File: src/rtl/wb_stream_reader_ctrl_pkg.sv
// rtl/wb_stream_reader_ctrl_pkg.sv - shared constants and FSM encoding for the stream reader controller
//
// Contents:
//   CTI_* / BTE_*      Wishbone registered-feedback cycle and burst type codes
//   state_t            controller FSM state encoding
//   burst_len_width()  width of a beat counter able to hold MAX_BURST_LEN

package wb_stream_reader_ctrl_pkg;

    localparam logic [2:0] CTI_CLASSIC   = 3'b000;
    localparam logic [2:0] CTI_INC_BURST = 3'b010;
    localparam logic [2:0] CTI_END       = 3'b111;

    localparam logic [1:0] BTE_LINEAR    = 2'b00;

    typedef enum logic [1:0] {
        IDLE       = 2'd0,
        WAIT_SPACE = 2'd1,
        BURST      = 2'd2,
        DONE       = 2'd3
    } state_t;

    // Beat counters must hold the value MAX_BURST_LEN itself, hence the +1.
    function automatic int burst_len_width(input int max_len);
        return $clog2(max_len + 1);
    endfunction

endpackage

File: src/rtl/wb_stream_burst_calc.sv
// rtl/wb_stream_burst_calc.sv - burst length clamp, beats-this-burst and FIFO space check
//
// Purely combinational; shared between the reader and writer controllers.
// Ports:
//   burst_size    in   requested words per burst (0 means 1)
//   blen          in   latched, already clamped burst length
//   remaining     in   words still to move in the current buffer
//   fifo_cnt      in   current FIFO fill level in words
//   blen_clamped  out  burst_size clamped to [1, MAX_BURST_LEN]
//   beats         out  min(blen, remaining)
//   space_ok      out  FIFO has room for the whole next burst

module wb_stream_burst_calc
    import wb_stream_reader_ctrl_pkg::*;
#(
    parameter int AW            = 32,
    parameter int FIFO_AW       = 0,
    parameter int MAX_BURST_LEN = 32,
    parameter int BLW           = burst_len_width(MAX_BURST_LEN)
) (
    input  logic [AW-1:0]    burst_size,
    input  logic [BLW-1:0]   blen,
    input  logic [AW-1:0]    remaining,
    input  logic [FIFO_AW:0] fifo_cnt,
    output logic [BLW-1:0]   blen_clamped,
    output logic [BLW-1:0]   beats,
    output logic             space_ok
);

    localparam logic [AW-1:0] MAX_LEN    = AW'(MAX_BURST_LEN);
    localparam logic [AW-1:0] FIFO_DEPTH = AW'(2 ** FIFO_AW);

    logic [AW-1:0] free;

    always_comb begin
        blen_clamped = burst_size[BLW-1:0];
        if (burst_size == '0) begin
            blen_clamped = BLW'(1);
        end else if (burst_size > MAX_LEN) begin
            blen_clamped = BLW'(MAX_BURST_LEN);
        end
    end

    // The final burst of a buffer may be shorter than blen.
    always_comb begin
        beats = blen;
        if (remaining < AW'(blen)) begin
            beats = remaining[BLW-1:0];
        end
    end

    // A burst is only started when every beat is guaranteed a FIFO slot,
    // so the bus never has to be throttled mid-burst.
    assign free     = FIFO_DEPTH - AW'(fifo_cnt);
    assign space_ok = (free >= AW'(beats));

endmodule

File: src/rtl/wb_stream_reader_ctrl.sv
// rtl/wb_stream_reader_ctrl.sv - Wishbone burst-read master feeding the stream output FIFO
//
// Ports:
//   wb_clk_i, wb_rst_i        clock, synchronous active-high reset
//   wbm_*                     Wishbone master (read only, linear incrementing bursts)
//   fifo_d, fifo_wr           FIFO write port; fifo_wr follows ack in the same cycle
//   fifo_cnt                  FIFO fill level, used to hold off bursts that would overflow
//   enable                    start pulse, honoured only when idle
//   start_adr, buf_size,
//   burst_size                transfer setup, latched on start
//   busy, tx_cnt              status back to the config block

module wb_stream_reader_ctrl
    import wb_stream_reader_ctrl_pkg::*;
#(
    parameter int WB_AW         = 32,
    parameter int WB_DW         = 32,
    parameter int FIFO_AW       = 0,
    parameter int MAX_BURST_LEN = 32
) (
    input  logic                 wb_clk_i,
    input  logic                 wb_rst_i,
    output logic [WB_AW-1:0]     wbm_adr_o,
    output logic [WB_DW-1:0]     wbm_dat_o,
    output logic [WB_DW/8-1:0]   wbm_sel_o,
    output logic                 wbm_we_o,
    output logic                 wbm_cyc_o,
    output logic                 wbm_stb_o,
    output logic [2:0]           wbm_cti_o,
    output logic [1:0]           wbm_bte_o,
    input  logic [WB_DW-1:0]     wbm_dat_i,
    input  logic                 wbm_ack_i,
    input  logic                 wbm_err_i,
    output logic [WB_DW-1:0]     fifo_d,
    output logic                 fifo_wr,
    input  logic [FIFO_AW:0]     fifo_cnt,
    input  logic                 enable,
    input  logic [WB_AW-1:0]     start_adr,
    input  logic [WB_AW-1:0]     buf_size,
    input  logic [WB_AW-1:0]     burst_size,
    output logic                 busy,
    output logic [WB_DW-1:0]     tx_cnt
);

    localparam int               BLW      = burst_len_width(MAX_BURST_LEN);
    localparam logic [WB_AW-1:0] ADR_STEP = WB_AW'(WB_DW / 8);

    state_t           state;
    logic [WB_AW-1:0] adr_q;
    logic [WB_AW-1:0] remaining_q;
    logic [BLW-1:0]   blen_q;
    logic [BLW-1:0]   beat_cnt_q;
    logic             cyc_q;
    logic             stb_q;
    logic             busy_q;
    logic [WB_DW-1:0] tx_cnt_q;

    logic [BLW-1:0]   blen_next;
    logic [BLW-1:0]   beats;
    logic             space_ok;
    logic             beat_ack;
    logic             beat_err;
    logic             unused_adr_bits;

    // Word-aligned addressing: the byte-lane bits of start_adr carry no meaning.
    assign unused_adr_bits = ^start_adr[1:0];

    wb_stream_burst_calc #(
        .AW            (WB_AW),
        .FIFO_AW       (FIFO_AW),
        .MAX_BURST_LEN (MAX_BURST_LEN),
        .BLW           (BLW)
    ) u_burst_calc (
        .burst_size   (burst_size),
        .blen         (blen_q),
        .remaining    (remaining_q),
        .fifo_cnt     (fifo_cnt),
        .blen_clamped (blen_next),
        .beats        (beats),
        .space_ok     (space_ok)
    );

    // An error on a beat wins over a simultaneous ack: that word is discarded.
    assign beat_err = stb_q & wbm_err_i;
    assign beat_ack = stb_q & wbm_ack_i & ~wbm_err_i;

    always_ff @(posedge wb_clk_i) begin
        if (wb_rst_i) begin
            state       <= IDLE;
            adr_q       <= '0;
            remaining_q <= '0;
            blen_q      <= BLW'(1);
            beat_cnt_q  <= '0;
            cyc_q       <= 1'b0;
            stb_q       <= 1'b0;
            busy_q      <= 1'b0;
            tx_cnt_q    <= '0;
        end else begin
            case (state)
                IDLE: begin
                    if (enable) begin
                        adr_q       <= {start_adr[WB_AW-1:2], 2'b00};
                        remaining_q <= buf_size;
                        blen_q      <= blen_next;
                        tx_cnt_q    <= '0;
                        busy_q      <= 1'b1;
                        // An empty buffer still produces one busy cycle so the
                        // config block sees a falling edge and raises its irq.
                        state       <= (buf_size == '0) ? DONE : WAIT_SPACE;
                    end
                end

                WAIT_SPACE: begin
                    if (space_ok) begin
                        cyc_q      <= 1'b1;
                        stb_q      <= 1'b1;
                        beat_cnt_q <= beats;
                        state      <= BURST;
                    end
                end

                BURST: begin
                    if (beat_err) begin
                        cyc_q <= 1'b0;
                        stb_q <= 1'b0;
                        state <= DONE;
                    end else if (beat_ack) begin
                        adr_q       <= adr_q + ADR_STEP;
                        tx_cnt_q    <= tx_cnt_q + WB_DW'(1);
                        remaining_q <= remaining_q - WB_AW'(1);
                        beat_cnt_q  <= beat_cnt_q - BLW'(1);
                        if (beat_cnt_q == BLW'(1)) begin
                            cyc_q <= 1'b0;
                            stb_q <= 1'b0;
                            state <= (remaining_q == WB_AW'(1)) ? DONE : WAIT_SPACE;
                        end
                    end
                end

                DONE: begin
                    busy_q <= 1'b0;
                    state  <= IDLE;
                end

                default: state <= IDLE;
            endcase
        end
    end

    assign wbm_adr_o = adr_q;
    assign wbm_dat_o = '0;
    assign wbm_sel_o = '1;
    assign wbm_we_o  = 1'b0;
    assign wbm_cyc_o = cyc_q;
    assign wbm_stb_o = stb_q;
    assign wbm_bte_o = BTE_LINEAR;

    // Classic outside a burst; end-of-burst on the last beat, including
    // single-beat bursts.
    assign wbm_cti_o = !stb_q                   ? CTI_CLASSIC :
                       (beat_cnt_q == BLW'(1))  ? CTI_END     : CTI_INC_BURST;

    assign fifo_d  = wbm_dat_i;
    assign fifo_wr = beat_ack;
    assign busy    = busy_q;
    assign tx_cnt  = tx_cnt_q;

endmodule

File: config.mk
export PLATFORM = sky130hd
export DESIGN_NAME = wb_stream_reader_ctrl
export DESIGN_NICKNAME = d
export VERILOG_FILES = /design/src/rtl/wb_stream_reader_ctrl_pkg.sv /design/src/rtl/wb_stream_burst_calc.sv /design/src/rtl/wb_stream_reader_ctrl.sv
export SDC_FILE = /design/constraint.sdc
export NUM_CORES = 1
export LEC_CHECK = 0
export ABC_AREA = 1
export ABC_CLOCK_PERIOD_IN_PS = 6500
export CAP_MARGIN = 30
export CORE_UTILIZATION = 49
export CTS_CLUSTER_SIZE = 14
export DETAILED_ROUTE_END_ITERATION = 7
export PLACE_DENSITY_LB_ADDON = 0.3
export SYNTH_ARGS = -nofsm -noshare
export SYNTH_HDL_FRONTEND = slang
export SYNTH_SLANG_ARGS = --single-unit
File: constraint.sdc
create_clock -name wb_clk_i -period 6.5 [get_ports wb_clk_i]
set_clock_uncertainty 0.15 [all_clocks]
set_input_delay 1.3 -clock wb_clk_i [delete_from_list [all_inputs] [get_ports wb_clk_i]]
set_output_delay 1.3 -clock wb_clk_i [all_outputs]
set_load 0.02 [all_outputs]
; ---- After elaboration in Yosys (flattened, before gate mapping)
; Index checks and enable logic that the tools add are counted.
[totals]
wordCells = 79
out_inout_bits = 142
reg_bits = 112
input_bits = 134
[classes]
addsub = 5
n_eq_ne = 11
n_reduce_logical = 12
magnitude_cmp = 3
n_mux = 36
bitwise_logic = 4
[ops]
columns = operator, count
row1 = two-way mux 32 bit, 9
row2 = case mux 32 bit (2 select lines), 3
row3 = zero test 32 bit, 2
row4 = two-way mux 6 bit, 6
row5 = adder 32 x 1 -> 32 bit (second input constant), 1
row6 = adder 32 x 3 -> 32 bit (second input constant), 1
row7 = equality test 32 x 1 -> 1 bit (second input constant), 1
row8 = >= comparator 32 x 6 -> 1 bit, 1
row9 = > comparator 32 x 6 -> 1 bit (second input constant), 1
row10 = less-than comparator 32 x 6 -> 1 bit, 1
row11 = subtractor 32 x 1 -> 32 bit (second input constant), 1
row12 = AND reduction 4 bit, 4
row13 = two-way mux 2 bit, 7
row14 = case mux 6 bit (2 select lines), 1
row15 = inequality test 2 bit (second input constant), 4
row16 = case mux 2 bit (4 select lines), 1
row17 = equality test 6 x 1 -> 1 bit (second input constant), 1
row18 = two-way mux 3 bit, 2
row19 = inequality test 3 bit (second input constant), 2
row20 = nonzero test 2 bit, 3
row21 = subtractor 6 x 1 -> 6 bit (second input constant), 1
row22 = two-way mux 1 bit, 5
row23 = equality test 2 bit (second input constant), 2
row24 = case mux 1 bit (2 select lines), 2
row25 = other kinds (6), 9

; ---- Longest topological paths before layout
[logic_depth]
depth_word = 6
mapped_depth = 21
ltp_nobuf = 21

; ---- Cells and area by module
; Synthesis repeated with hierarchy kept, for this count alone.
[unflattened]
cells_unflattened = 1462
area_unflattened_um2 = 8526.9
[by_module_without_submodules]
columns = mod, cells_each, instances, seq_area_each_um2, area_each_um2
row1 = wb_stream_reader_ctrl, 1344, 1, 2202.1, 7960.1
row2 = wb_stream_burst_calc, 118, 1, 0.0, 566.8

; ---- Worst setup path before layout
; Ideal clock, no wire load.
[synth_path]
path_kind = input port to output port
startpoint = in wbm_err_i
endpoint = out fifo_wr
required_time_ps = 5050
slack_ps = 3449
arrival_time_ps = 1601
cell_stages = 3
n_path_buf = 0
cell_sequence = nor2_1 -> nand2_1 -> inv_1
[synth_via]
elab_chain_len = 2
[synth_rtl]
columns = item, line_no
row1 = "start, declared", wb_stream_reader_ctrl.sv:33  ; input logic wbm_err_i,
row2 = inverter 1 bit, wb_stream_reader_ctrl.sv:85  ; assign beat_ack = stb_q & wbm_ack_i & ~wbm_err_i;
row3 = AND 1 bit, wb_stream_reader_ctrl.sv:85
row4 = "end, declared", wb_stream_reader_ctrl.sv:35  ; output logic fifo_wr,
; Every way passes these cells.

; ---- Worst setup path in the final report
; Same ends and word-level chain as after synthesis.

==> flow_metrics.py <==
metrics = {
    "critical_path": {
        "critical_path_class": "in2out",
        "worst-path-buf-inv": 3,
        "r2r_setup_slack_ns": 3.60,
        "slowest_delay_ns": 0.59,
        "reg2reg_depth": 20,
        "crit_chain": "clkdlybuf4s50_1, nor2_1, nand2_1, inv_1, clkdlybuf4s50_1",
        "start_kind": "input port",
        "crit_fanout": 3,
        "rr_endpoint": "beat_cnt_q[2]",
        "crit_required_ns": 5.05,
        "crit_top_cell": "clkdlybuf4s50_1",
        "end_kind": "output pin",
        "arrival_ns": 2.56,
        "cp_slowest_cell": "clkdlybuf4s50_1",
        "path_delay_family": "buffers and inverters",
        "r2r_start": "blen_q[5]",
    },
    "job": {
        "max_cap_viol_count": 0,
    },
    "cells_and_area": {
        "final_cells": 1443,
        "final_nets": 1401,
        "layout-drive-gt1-share": 0.0564,
        "area_delta_synth_final_pct": 22.3,
        "antenna_cells": 0,
        "fin_area_sq_mm": 0.00911,
    },
    "placement": {
        "place.gp.congestion": 0.846,
        "dp_cells": 1428,
        "dpl-instance-area_sq_mm": 0.00881,
        "hpwlAfterDp_mm": 14.2,
        "detailedPlace.worstSlack_ns": 2.50,
        "port_buffers": 168,
    },
    "global_routing": {
        "overflow": 0,
        "grt_pass1_wl_mm": 32.8,
        "grt_antenna_before_repair": 1,
        "grt_pass1_vias": 6911,
        "grt_use_total": 0.255,
        "grt_start_max_net_pins": 94,
    },
    "hold_path": {
        "hold_path_depth": 1,
        "hold_class": "reg2reg",
        "worstHoldStart": "tx_cnt[31]",
        "holdPathEnd": "tx_cnt[31]",
    },
    "synthesis": {
        "synth_top_area_cell": "dfxtp_1",
        "async_reset_ff_frac": 0,
        "synth.area.top_cells": "dfxtp_1 30%, nand2_1 11%, buf_4 7.8%",
        "synth_top_area_frac": 0.296,
        "synth_edf_count": 0,
        "synth_cell_types": 51,
        "ys_ff_latch": 110,
        "ys.flop_type": "dfxtp_1",
        "synth_common_cells": "221 x nand2_1, 150 x nor2_1, 110 x dfxtp_1",
        "synth_warnings": 0,
        "syn_area_sq_mm": 0.00745,
        "synth_most_common_cell": "nand2_1",
        "post_synth.cell_area_avg_sq_um": 6.49,
        "synth-seq-area-share": 0.296,
        "syn_inst": 1147,
    },
    "sta": {
        "rsz0062_at_grt": "no",
        "slew_headroom": 0.387,
        "finalCritPeriodShare": 0.616,
        "final_hold_viol_count": 0,
        "max_freq_mhz": 250,
        "fin_ws_ns": 2.49,
        "fin_setup_tns_ns": 0,
        "tightest_slew_ns": 0.919,
        "finalSetupViolations": 0,
        "maxSlewViolCount": 0,
        "fin_crit_ns": 4.01,
    },
    "clocking": {
        "h-tree-depth": 3,
        "post_cts_resized": 0,
        "hold_buffers": 0,
        "numCtsBuffers": 9,
        "clkSlewWorstSetupHoldPaths_ns": 0.07,
        "clk_path_buf_depth": 2,
        "clk_latency_ns": 0.36,
        "clkSinkCount": 110,
        "cts_tree": "yes",
        "cts_root_buf": "clkbuf_16",
        "postCtsSetupBuffers": 0,
    },
    "power": {
        "total_power_uw": 3550,
        "power_density_mw_per_mm2": 390,
        "ir_drop_mv": 0.183,
        "power.leakage_uw": 0.00359,
    },
    "routing": {
        "post_drt_wl_per_cell_um": 13.7,
        "drc": 19,
        "drt_wl_total_mm": 19.8,
        "postRouteAntennaNets": 0,
        "via_count": 7617,
        "first_pass_iters": 8,
        "drt_iter0_drc": 493,
        "viasPerCell": 5.28,
    },
    "floorplan": {
        "die_h_um": 125,
        "rows": 44,
        "io_pins": 276,
        "start_util": 0.507,
        "die-width_um": 125,
        "coreArea_sq_mm": 0.0147,
        "die-area_sq_mm": 0.0157,
    },
    "run_status": {
        "status": "finished with violations",
        "violations": "design-rule violations",
    },
}
-- per-stage QoR --
stage / hold slack, ns / util
after floorplan: 0.305 / -
after CTS: 0.306 / 0.620
after detailed placement: 0.295 / 0.600
after global routing: 0.326 / 0.620
final: 0.303 / 0.620
after global placement: 0.294 / 0.600
-- state kept, by name (all words and copies together), names as in the netlist --
signal       count
beat_cnt_q       6
blen_q           6
busy             1
wbm_adr_o       30
tx_cnt          32
remaining_q     32
state            2
wbm_stb_o        1
-- layout by cell type, fill, tap and decap left out, drive strengths merged, types with 2 or more instances in the layout --
master / Yosys / layout
a211oi: 5 / 5
a21oi: 96 / 96
a221oi: 3 / 3
a311oi: 2 / 2
a31oi: 9 / 9
and2: 2 / 2
buf: 85 / 7
clkbuf: 31 / 10
clkdlybuf4s50: 0 / 167
clkinv: 1 / 2
conb: 2 / 41
dfxtp: 110 / 110
ha: 12 / 12
inv: 107 / 110
nand2: 232 / 232
nand3: 55 / 55
nand4: 18 / 18
nor2: 173 / 173
nor3: 25 / 25
nor4: 20 / 20
o211a: 2 / 2
o211ai: 10 / 10
o21a: 3 / 3
o21ai: 98 / 98
o221ai: 3 / 3
o22ai: 2 / 2
o31ai: 2 / 2
or2: 5 / 5
xnor2: 10 / 10
xor2: 16 / 16
-- layout make-up --
class                           instances  area [sq um]
Timing Repair Buffer                  174          1720
Fill cell                            1408          5590
Clock buffer                           10           229
Sequential cell                       110          2200
Inverter                              108           407
Clock inverter                          5          67.6
Tap cell                              184           230
Multi-Input combinational cell        852          4250
-- logic make-up (layout without fill, tap and decap cells) --
family | Yosys count | after routing | synth area share
simple gates | 532 | 532 | 0.320
fa+ha+maj | 12 | 12 | 0.0202
compound gates | 241 | 241 | 0.179
flops | 110 | 110 | 0.296
xor+xnor | 26 | 26 | 0.0306
buf+inv | 224 | 297 | 0.153
other cells | 2 | 41 | 0.00101
-- worst max-delay path by stage --
stage / startpoint / endpoint / slack (ns) / depth (start not counted)
after floorplan: wbm_err_i / fifo_wr / 3.45 / 3
after global placement: wbm_err_i / fifo_wr / 2.51 / 5
after detailed placement: wbm_err_i / fifo_wr / 2.50 / 5
after CTS: wbm_err_i / fifo_wr / 2.49 / 5
after global routing: wbm_err_i / fifo_wr / 2.39 / 5
final: wbm_err_i / fifo_wr / 2.49 / 5
-- where the power goes --
| group | internal [uW] | switching (uW) |
|---|---|---|
| Clock | 304 | 272 |
| Sequential | 860 | 242 |
| Combinational | 710 | 1170 |
-- worst reg2reg max path: stages, from the launching register on --
cell	delay, ns
dfxtp_1	0.36
inv_1	0.06
ha_1	0.28
nand2_1	0.07
nand2_1	0.05
nor2_2	0.12
nand2_4	0.08
nor2_8	0.14
nand2_4	0.10
nand2_1	0.07
o21ai_0	0.12
ha_1	0.30
inv_1	0.04
nand2_1	0.06
nand3_2	0.07
nor2_1	0.10
nand2_1	0.07
nand2_2	0.19
nand2_1	0.17
nand2_1	0.09
a21oi_1	0.06
-- routing by layer --
metal,wire length (um),up-vias,track usage
met2,9320,232,0.425
met1,8920,3462,0.323
met4,338,0,0.0782
li1,-,3899,-
met3,1210,24,0.0668
met5,0,-,0
Power figures use the tool's default switching activity.
